<file path="config.mk">
export PLATFORM = sky130hd
export DESIGN_NAME = state_trace_fifo_flat
export DESIGN_NICKNAME = d
export VERILOG_FILES = /design/src/rtl/state_trace_fifo_pkg.sv /design/src/rtl/state_trace_fifo_if.sv /design/src/rtl/state_trace_fifo_sync_fifo.sv /design/src/rtl/state_trace_fifo.sv /design/src/flat_wrapper.sv
export SDC_FILE = /design/constraint.sdc
export NUM_CORES = 1
export LEC_CHECK = 0
export CAP_MARGIN = 10
export CELL_PAD_IN_SITES_DETAIL_PLACEMENT = 1
export CELL_PAD_IN_SITES_GLOBAL_PLACEMENT = 1
export CORE_MARGIN = 2
export CORE_UTILIZATION = 50
export DETAILED_ROUTE_END_ITERATION = 8
export PLACE_DENSITY = 0.86
export SETUP_SLACK_MARGIN = 0.02
export SLEW_MARGIN = 30
export SYNTH_ARGS = -nofsm -noshare
export SYNTH_HDL_FRONTEND = slang
export SYNTH_SLANG_ARGS = --single-unit
</file>
<file path="constraint.sdc">
create_clock -name clk -period 3.4 [get_ports clk]
set_clock_uncertainty 0.2 [all_clocks]
set_input_delay 0.34 -clock clk [delete_from_list [all_inputs] [get_ports clk]]
set_output_delay 0.34 -clock clk [all_outputs]
set_load 0.02 [all_outputs]
</file>
<file path="src/rtl/state_trace_fifo_pkg.sv">
// Shared definitions for the state trace FIFO: core state encoding and
// record layout helpers.
package state_trace_fifo_pkg;

    localparam int unsigned STATE_W = 2;

    typedef enum logic [STATE_W-1:0] {
        ST_00 = 2'b00,
        ST_01 = 2'b01,
        ST_10 = 2'b10,
        ST_11 = 2'b11
    } core_state_e;

    // Record layout: {state, dwell}; dwell occupies the low CW bits.
    function automatic int unsigned ent_w(input int unsigned cw);
        return cw + STATE_W;
    endfunction

    function automatic int unsigned ent_state_lsb(input int unsigned cw);
        return cw;
    endfunction

    localparam int unsigned ENT_DWELL_LSB = 0;

endpackage

</file>
<file path="src/rtl/state_trace_fifo_if.sv">
// Sample/read bus between the core-side host and the state trace FIFO.
interface state_trace_fifo_if
    import state_trace_fifo_pkg::*;
#(
    parameter int unsigned DEPTH = 8,
    parameter int unsigned CW    = 8
);
    logic                     clk_en;
    logic                     c1;
    logic                     c0;
    logic                     rd_ready;
    logic                     rd_valid;
    logic [STATE_W-1:0]       rd_state;
    logic [CW-1:0]            rd_dwell;
    logic [$clog2(DEPTH):0]   count;
    logic                     overflow;

    modport master (
        output clk_en, c1, c0, rd_ready,
        input  rd_valid, rd_state, rd_dwell, count, overflow
    );

    modport slave (
        input  clk_en, c1, c0, rd_ready,
        output rd_valid, rd_state, rd_dwell, count, overflow
    );
endinterface

</file>
<file path="src/rtl/state_trace_fifo_sync_fifo.sv">
// Single-clock show-ahead FIFO; full/empty derived from the entry count.
module sync_fifo #(
    parameter int unsigned WIDTH = 10,
    parameter int unsigned DEPTH = 8
) (
    input  logic                     clk,
    input  logic                     reset,
    input  logic                     push,
    input  logic [WIDTH-1:0]         din,
    input  logic                     pop,
    output logic [WIDTH-1:0]         dout,
    output logic                     full,
    output logic                     empty,
    output logic [$clog2(DEPTH):0]   count
);
    localparam int unsigned AW    = $clog2(DEPTH);
    localparam int unsigned CNT_W = AW + 1;
    localparam logic [CNT_W-1:0] FULL_CNT = CNT_W'(DEPTH);

    logic [WIDTH-1:0] mem [DEPTH];
    logic [AW-1:0]    wr_ptr;
    logic [AW-1:0]    rd_ptr;
    logic             do_push;
    logic             do_pop;

    assign empty = (count == '0);
    assign full  = (count == FULL_CNT);
    // A pop in the same cycle frees a slot, so a push into a full FIFO is accepted.
    assign do_pop  = pop && !empty;
    assign do_push = push && (!full || do_pop);
    assign dout    = empty ? '0 : mem[rd_ptr];

    // Storage write; contents are don't-care while not counted.
    always_ff @(posedge clk) begin
        if (do_push) begin
            mem[wr_ptr] <= din;
        end
    end

    // Pointer and occupancy tracking; pointers wrap modulo DEPTH.
    always_ff @(posedge clk) begin
        if (reset) begin
            wr_ptr <= '0;
            rd_ptr <= '0;
            count  <= '0;
        end else begin
            if (do_push) wr_ptr <= wr_ptr + 1'b1;
            if (do_pop)  rd_ptr <= rd_ptr + 1'b1;
            case ({do_push, do_pop})
                2'b10:   count <= count + 1'b1;
                2'b01:   count <= count - 1'b1;
                default: count <= count;
            endcase
        end
    end
endmodule

</file>
<file path="src/rtl/state_trace_fifo.sv">
// Core state dwell monitor: records {state, dwell} on every sampled state
// change into a show-ahead FIFO drained through a valid/ready port.
module state_trace_fifo
    import state_trace_fifo_pkg::*;
#(
    parameter int unsigned DEPTH = 8,
    parameter int unsigned CW    = 8
) (
    input  logic               clk,
    input  logic               reset,
    state_trace_fifo_if.slave  bus
);
    localparam int unsigned EW = ent_w(CW);

    core_state_e        cur_state;
    logic [CW-1:0]      dwell;
    logic               primed;
    logic               overflow;
    logic [STATE_W-1:0] s;
    logic               push_req;
    logic               pop_req;
    logic               full;
    logic               empty;
    logic [EW-1:0]      din;
    logic [EW-1:0]      dout;

    assign s        = {bus.c1, bus.c0};
    assign push_req = bus.clk_en && primed && (s != cur_state);
    assign pop_req  = !empty && bus.rd_ready;
    assign din      = {cur_state, dwell};

    // Sampler and saturating dwell counter for the currently open run.
    always_ff @(posedge clk) begin
        if (reset) begin
            cur_state <= ST_00;
            dwell     <= '0;
            primed    <= 1'b0;
        end else if (bus.clk_en) begin
            if (!primed) begin
                cur_state <= core_state_e'(s);
                dwell     <= CW'(1);
                primed    <= 1'b1;
            end else if (s == cur_state) begin
                if (dwell != '1) dwell <= dwell + 1'b1;
            end else begin
                cur_state <= core_state_e'(s);
                dwell     <= CW'(1);
            end
        end
    end

    // Sticky drop flag: push into a full FIFO with no concurrent pop.
    always_ff @(posedge clk) begin
        if (reset) begin
            overflow <= 1'b0;
        end else if (push_req && full && !pop_req) begin
            overflow <= 1'b1;
        end
    end

    sync_fifo #(
        .WIDTH (EW),
        .DEPTH (DEPTH)
    ) u_fifo (
        .clk   (clk),
        .reset (reset),
        .push  (push_req),
        .din   (din),
        .pop   (pop_req),
        .dout  (dout),
        .full  (full),
        .empty (empty),
        .count (bus.count)
    );

    assign bus.rd_valid = !empty;
    assign bus.rd_state = dout[ent_state_lsb(CW) +: STATE_W];
    assign bus.rd_dwell = dout[ENT_DWELL_LSB +: CW];
    assign bus.overflow = overflow;
endmodule

</file>
<file path="src/flat_wrapper.sv">
// flat-port wrapper written by rule: the top's interface ports become plain ports
module state_trace_fifo_flat import state_trace_fifo_pkg::*;
#(
    parameter int unsigned DEPTH = 8,
    parameter int unsigned CW    = 8
)
  (clk, reset, bus_clk_en, bus_c1, bus_c0, bus_rd_ready, bus_rd_valid, bus_rd_state, bus_rd_dwell, bus_count, bus_overflow);
  state_trace_fifo_if #(.DEPTH(DEPTH), .CW(CW)) bus_i ();
  input  logic clk;
  input  logic reset;
  input wire logic [$bits(bus_i.clk_en)-1:0] bus_clk_en;
  input wire logic [$bits(bus_i.c1)-1:0] bus_c1;
  input wire logic [$bits(bus_i.c0)-1:0] bus_c0;
  input wire logic [$bits(bus_i.rd_ready)-1:0] bus_rd_ready;
  output wire logic [$bits(bus_i.rd_valid)-1:0] bus_rd_valid;
  output wire logic [$bits(bus_i.rd_state)-1:0] bus_rd_state;
  output wire logic [$bits(bus_i.rd_dwell)-1:0] bus_rd_dwell;
  output wire logic [$bits(bus_i.count)-1:0] bus_count;
  output wire logic [$bits(bus_i.overflow)-1:0] bus_overflow;
  assign bus_i.clk_en = bus_clk_en;
  assign bus_i.c1 = bus_c1;
  assign bus_i.c0 = bus_c0;
  assign bus_i.rd_ready = bus_rd_ready;
  assign bus_rd_valid = bus_i.rd_valid;
  assign bus_rd_state = bus_i.rd_state;
  assign bus_rd_dwell = bus_i.rd_dwell;
  assign bus_count = bus_i.count;
  assign bus_overflow = bus_i.overflow;
  state_trace_fifo #(.DEPTH(DEPTH), .CW(CW)) u_core (.clk(clk), .reset(reset), .bus(bus_i));
endmodule
</file>
==> flow_summary.yaml <==
worst_setup_path:
  start_kind: "register"
  cp.required_ns: 2.86
  rrSetupSlack_ns: 0.76
  cp_max_fo: 20
  crit_arrival_ns: 2.43
  rr_worst_depth: 9
  worstSetupEndpoint: "bus_rd_dwell[0]"
  r2r-end: "u_core.u_fifo.count[2]"
  end_kind: "primary output"
  critPathKind: "register to primary output"
  r2r_start: "u_core.cur_state[1]"
sta:
  final_max_slew_viol_count: 0
  worst_hold_slack_ns: 0.302
  rsz0062_at_grt: "false"
  period_share_pct: 87.3
  worstMarginPinSlew_ns: 0.913
  finalHoldViolCount: 0
  setup_tns_ns: 0
  slew_headroom_pct: 38.9
  fmax_mhz: 337
  final.min_clock_period_ns: 2.97
  setup_viol: 0
floorplanning:
  die_x_um: 97.1
  placementRows: 33
  num_io_pins: 22
  initial_core_util_pct: 52.3
  fp.dieArea_sq_mm: 0.00943
  core_sq_mm: 0.00830
  die_y_um: 97.1
power_and_ir_drop:
  ir_worst_vdd_v: 0.000450
  powerDensity_mw_per_mm2: 626
  totalPowerFinal_mw: 3.08
  p_leak_nw: 1.53
global_route:
  antenna_found_initial: 0
  grt_use_total_pct: 20.7
  grt_pass1_vias: 2632
  grt.overflow.total: 0
  grt_first_pass_wirelength_um: 14600
  grt_max_degree: 27
place:
  place_inst: 408
  io_buffers: 21
  dp_hpwl_um: 6390
  globalplace.congestion: 0.790
yosys:
  syn_nets: 289
  synth_commonest_cells: "80 x edfxtp_1, 29 x nor2_1, 25 x dfxtp_1"
  synth_top_area_share_pct: 55.4
  syn_area_sq_mm: 0.00434
  synthTopCellsByArea: "edfxtp_1 55%, dfxtp_1 12%, mux4_2 10%, mux2i_1 3.7%, nor2_1 2.5%"
  async_flop_share_pct: 0
  netlist_instances: 279
  post-synth-top-count-cell: "edfxtp_1"
  yosys_warnings: 0
  ys_ff_latch: 105
  yosys.area.top_type: "edfxtp_1"
  synth_area_per_cell_sq_um: 15.5
  yosysSeqAreaShare_pct: 66.9
  synth_edf_count: 80
  synth_cell_type_count: 44
  synth_ff_type: "edfxtp_1"
layout:
  n_antenna_cell: 0
  final-seq-area_sq_mm: 0.00290
  fin_nets: 324
  drive_gt1_share_pct: 18.2
  fill_cells: 780
  synthToLayoutAreaGrowth_pct: 13.4
  fin_util_pct: 59.3
  multi_input_area_sq_mm: 0.00138
  instances_no_fill: 424
clock_tree:
  clock_latency_ns: 0.36
  cts_resized: 0
  cts-root-buf: "clkbuf_8"
  cts_sinks: 105
  cts-htree-levels: 3
  cts.path.max_buffers: 2
  numCtsBuffers: 9
  cts.hold.buffers_added: 0
  post-cts-setup-buffers: 0
  clkTransAtPathRegs_ns: 0.10
  cts_tree: "done"
route:
  wl_per_cell_um: 21.8
  antenna_left: 0
  vias: 2500
  drc: 0
  dr.pass1.iters: 4
  wirelength_um: 9230
  viasPerCell: 5.90
  initialDrtViolationCount: 112
flow_run:
  drv_cap: 0
min_path:
  min_path_type: "register to register"
outcome:
  status: "finished clean"
-- placed cells by master (no fill, tap or decap), drive strengths merged, types with 3 or more instances in the layout --
cell           synthesis  final
nor2                  29     29
mux4                  20     20
ha                     4      4
nor2b                  3      3
xnor2                  3      3
nand3                  9      9
dfxtp                 25     25
or3                    3      3
buf                    5     13
clkdlybuf4s50          0     21
inv                    2      6
mux2                   3      3
a211oi                 3      3
nand2b                 7      7
nor4                   3      3
nand2                 10     10
nor3                   8      8
edfxtp                80     80
mux2i                 17     17
o21ai                  7      7
a21oi                 12     12
and3                   3      3
clkbuf                 5      9
-- worst min-delay path by stage --
stage / start / endpoint / depth (start not counted)
3_3_place_gp: u_core.bus.overflow / u_core.bus.overflow / 2
2_1_floorplan: bus_rd_ready / u_core.u_fifo.count[3] / 1
5_1_grt: u_core.u_fifo.rd_ptr[1] / register / 2
4_1_cts: u_core.bus.overflow / u_core.bus.overflow / 2
6_report: u_core.bus.overflow / u_core.bus.overflow / 2
3_5_place_dp: u_core.bus.overflow / u_core.bus.overflow / 2
-- worst max-delay path: stages, from the launching register on --
cell,delay (ns)
dfxtp_1,0.32
buf_4,0.36
mux4_2,0.57
mux2i_1,0.22
nor2_1,0.06
clkdlybuf4s50_1,0.53
-- final cells by class --
cell class	count	area share, %
flip-flops and latches	105	59.0
multi-input cells	162	28.1
repair buffers	34	6.26
well taps	105	2.67
clock buffers	9	2.52
clock inverters	7	1.25
inverters	2	0.153
-- power by group --
group          leakage (nW)  total, mW  internal (mW)  switching (mW)
logic                 0.528      0.867          0.417           0.449
registers             0.908       1.48           1.41          0.0750
clock network        0.0940      0.729          0.282           0.447
total                  1.53       3.08           2.11           0.971
-- metrics by stage --
| step | setup slack, ns | area [sq um] |
|---|---|---|
| after floorplan | 0.736 | 4340 |
| after global placement | 0.600 | 4730 |
| after detailed placement | 0.470 | 4730 |
| after CTS | 0.331 | 4920 |
| after global routing | 0.274 | 4920 |
| final | 0.433 | 4920 |
-- cells by family (layout without fill, tap and decap cells) --
logic type / after synthesis / after routing / share of synthesized area (%)
adder cells (fa/ha/maj): 4 / 4 / 1.15
buffers and inverters: 12 / 52 / 1.30
XOR/XNOR: 5 / 5 / 1.01
multiplexers: 40 / 40 / 15.3
AO/OA/AOI/OAI: 31 / 31 / 4.65
flip-flops: 105 / 105 / 66.9
AND/OR/NAND/NOR: 82 / 82 / 9.69
-- state kept, by name, summed over array words and instances (netlist names), named ones only --
name,count
u_core.bus.overflow,1
u_core.cur_state,2
u_core.dwell,8
u_core.primed,1
u_core.u_fifo.count,4
u_core.u_fifo.mem,80
u_core.u_fifo.rd_ptr,3
u_core.u_fifo.wr_ptr,3
-- metal layers --
| layer | share of wire (%) | global-route usage [%] | vias up |
|---|---|---|---|
| met4 | 1.2 | 6.72 | 0 |
| li1 | - | - | 1156 |
| met3 | 2.9 | 4.03 | 10 |
| met2 | 54 | 36.0 | 48 |
| met1 | 42 | 26.3 | 1286 |
| met5 | 0 | 0 | - |
(Power assumes the default switching activity.)
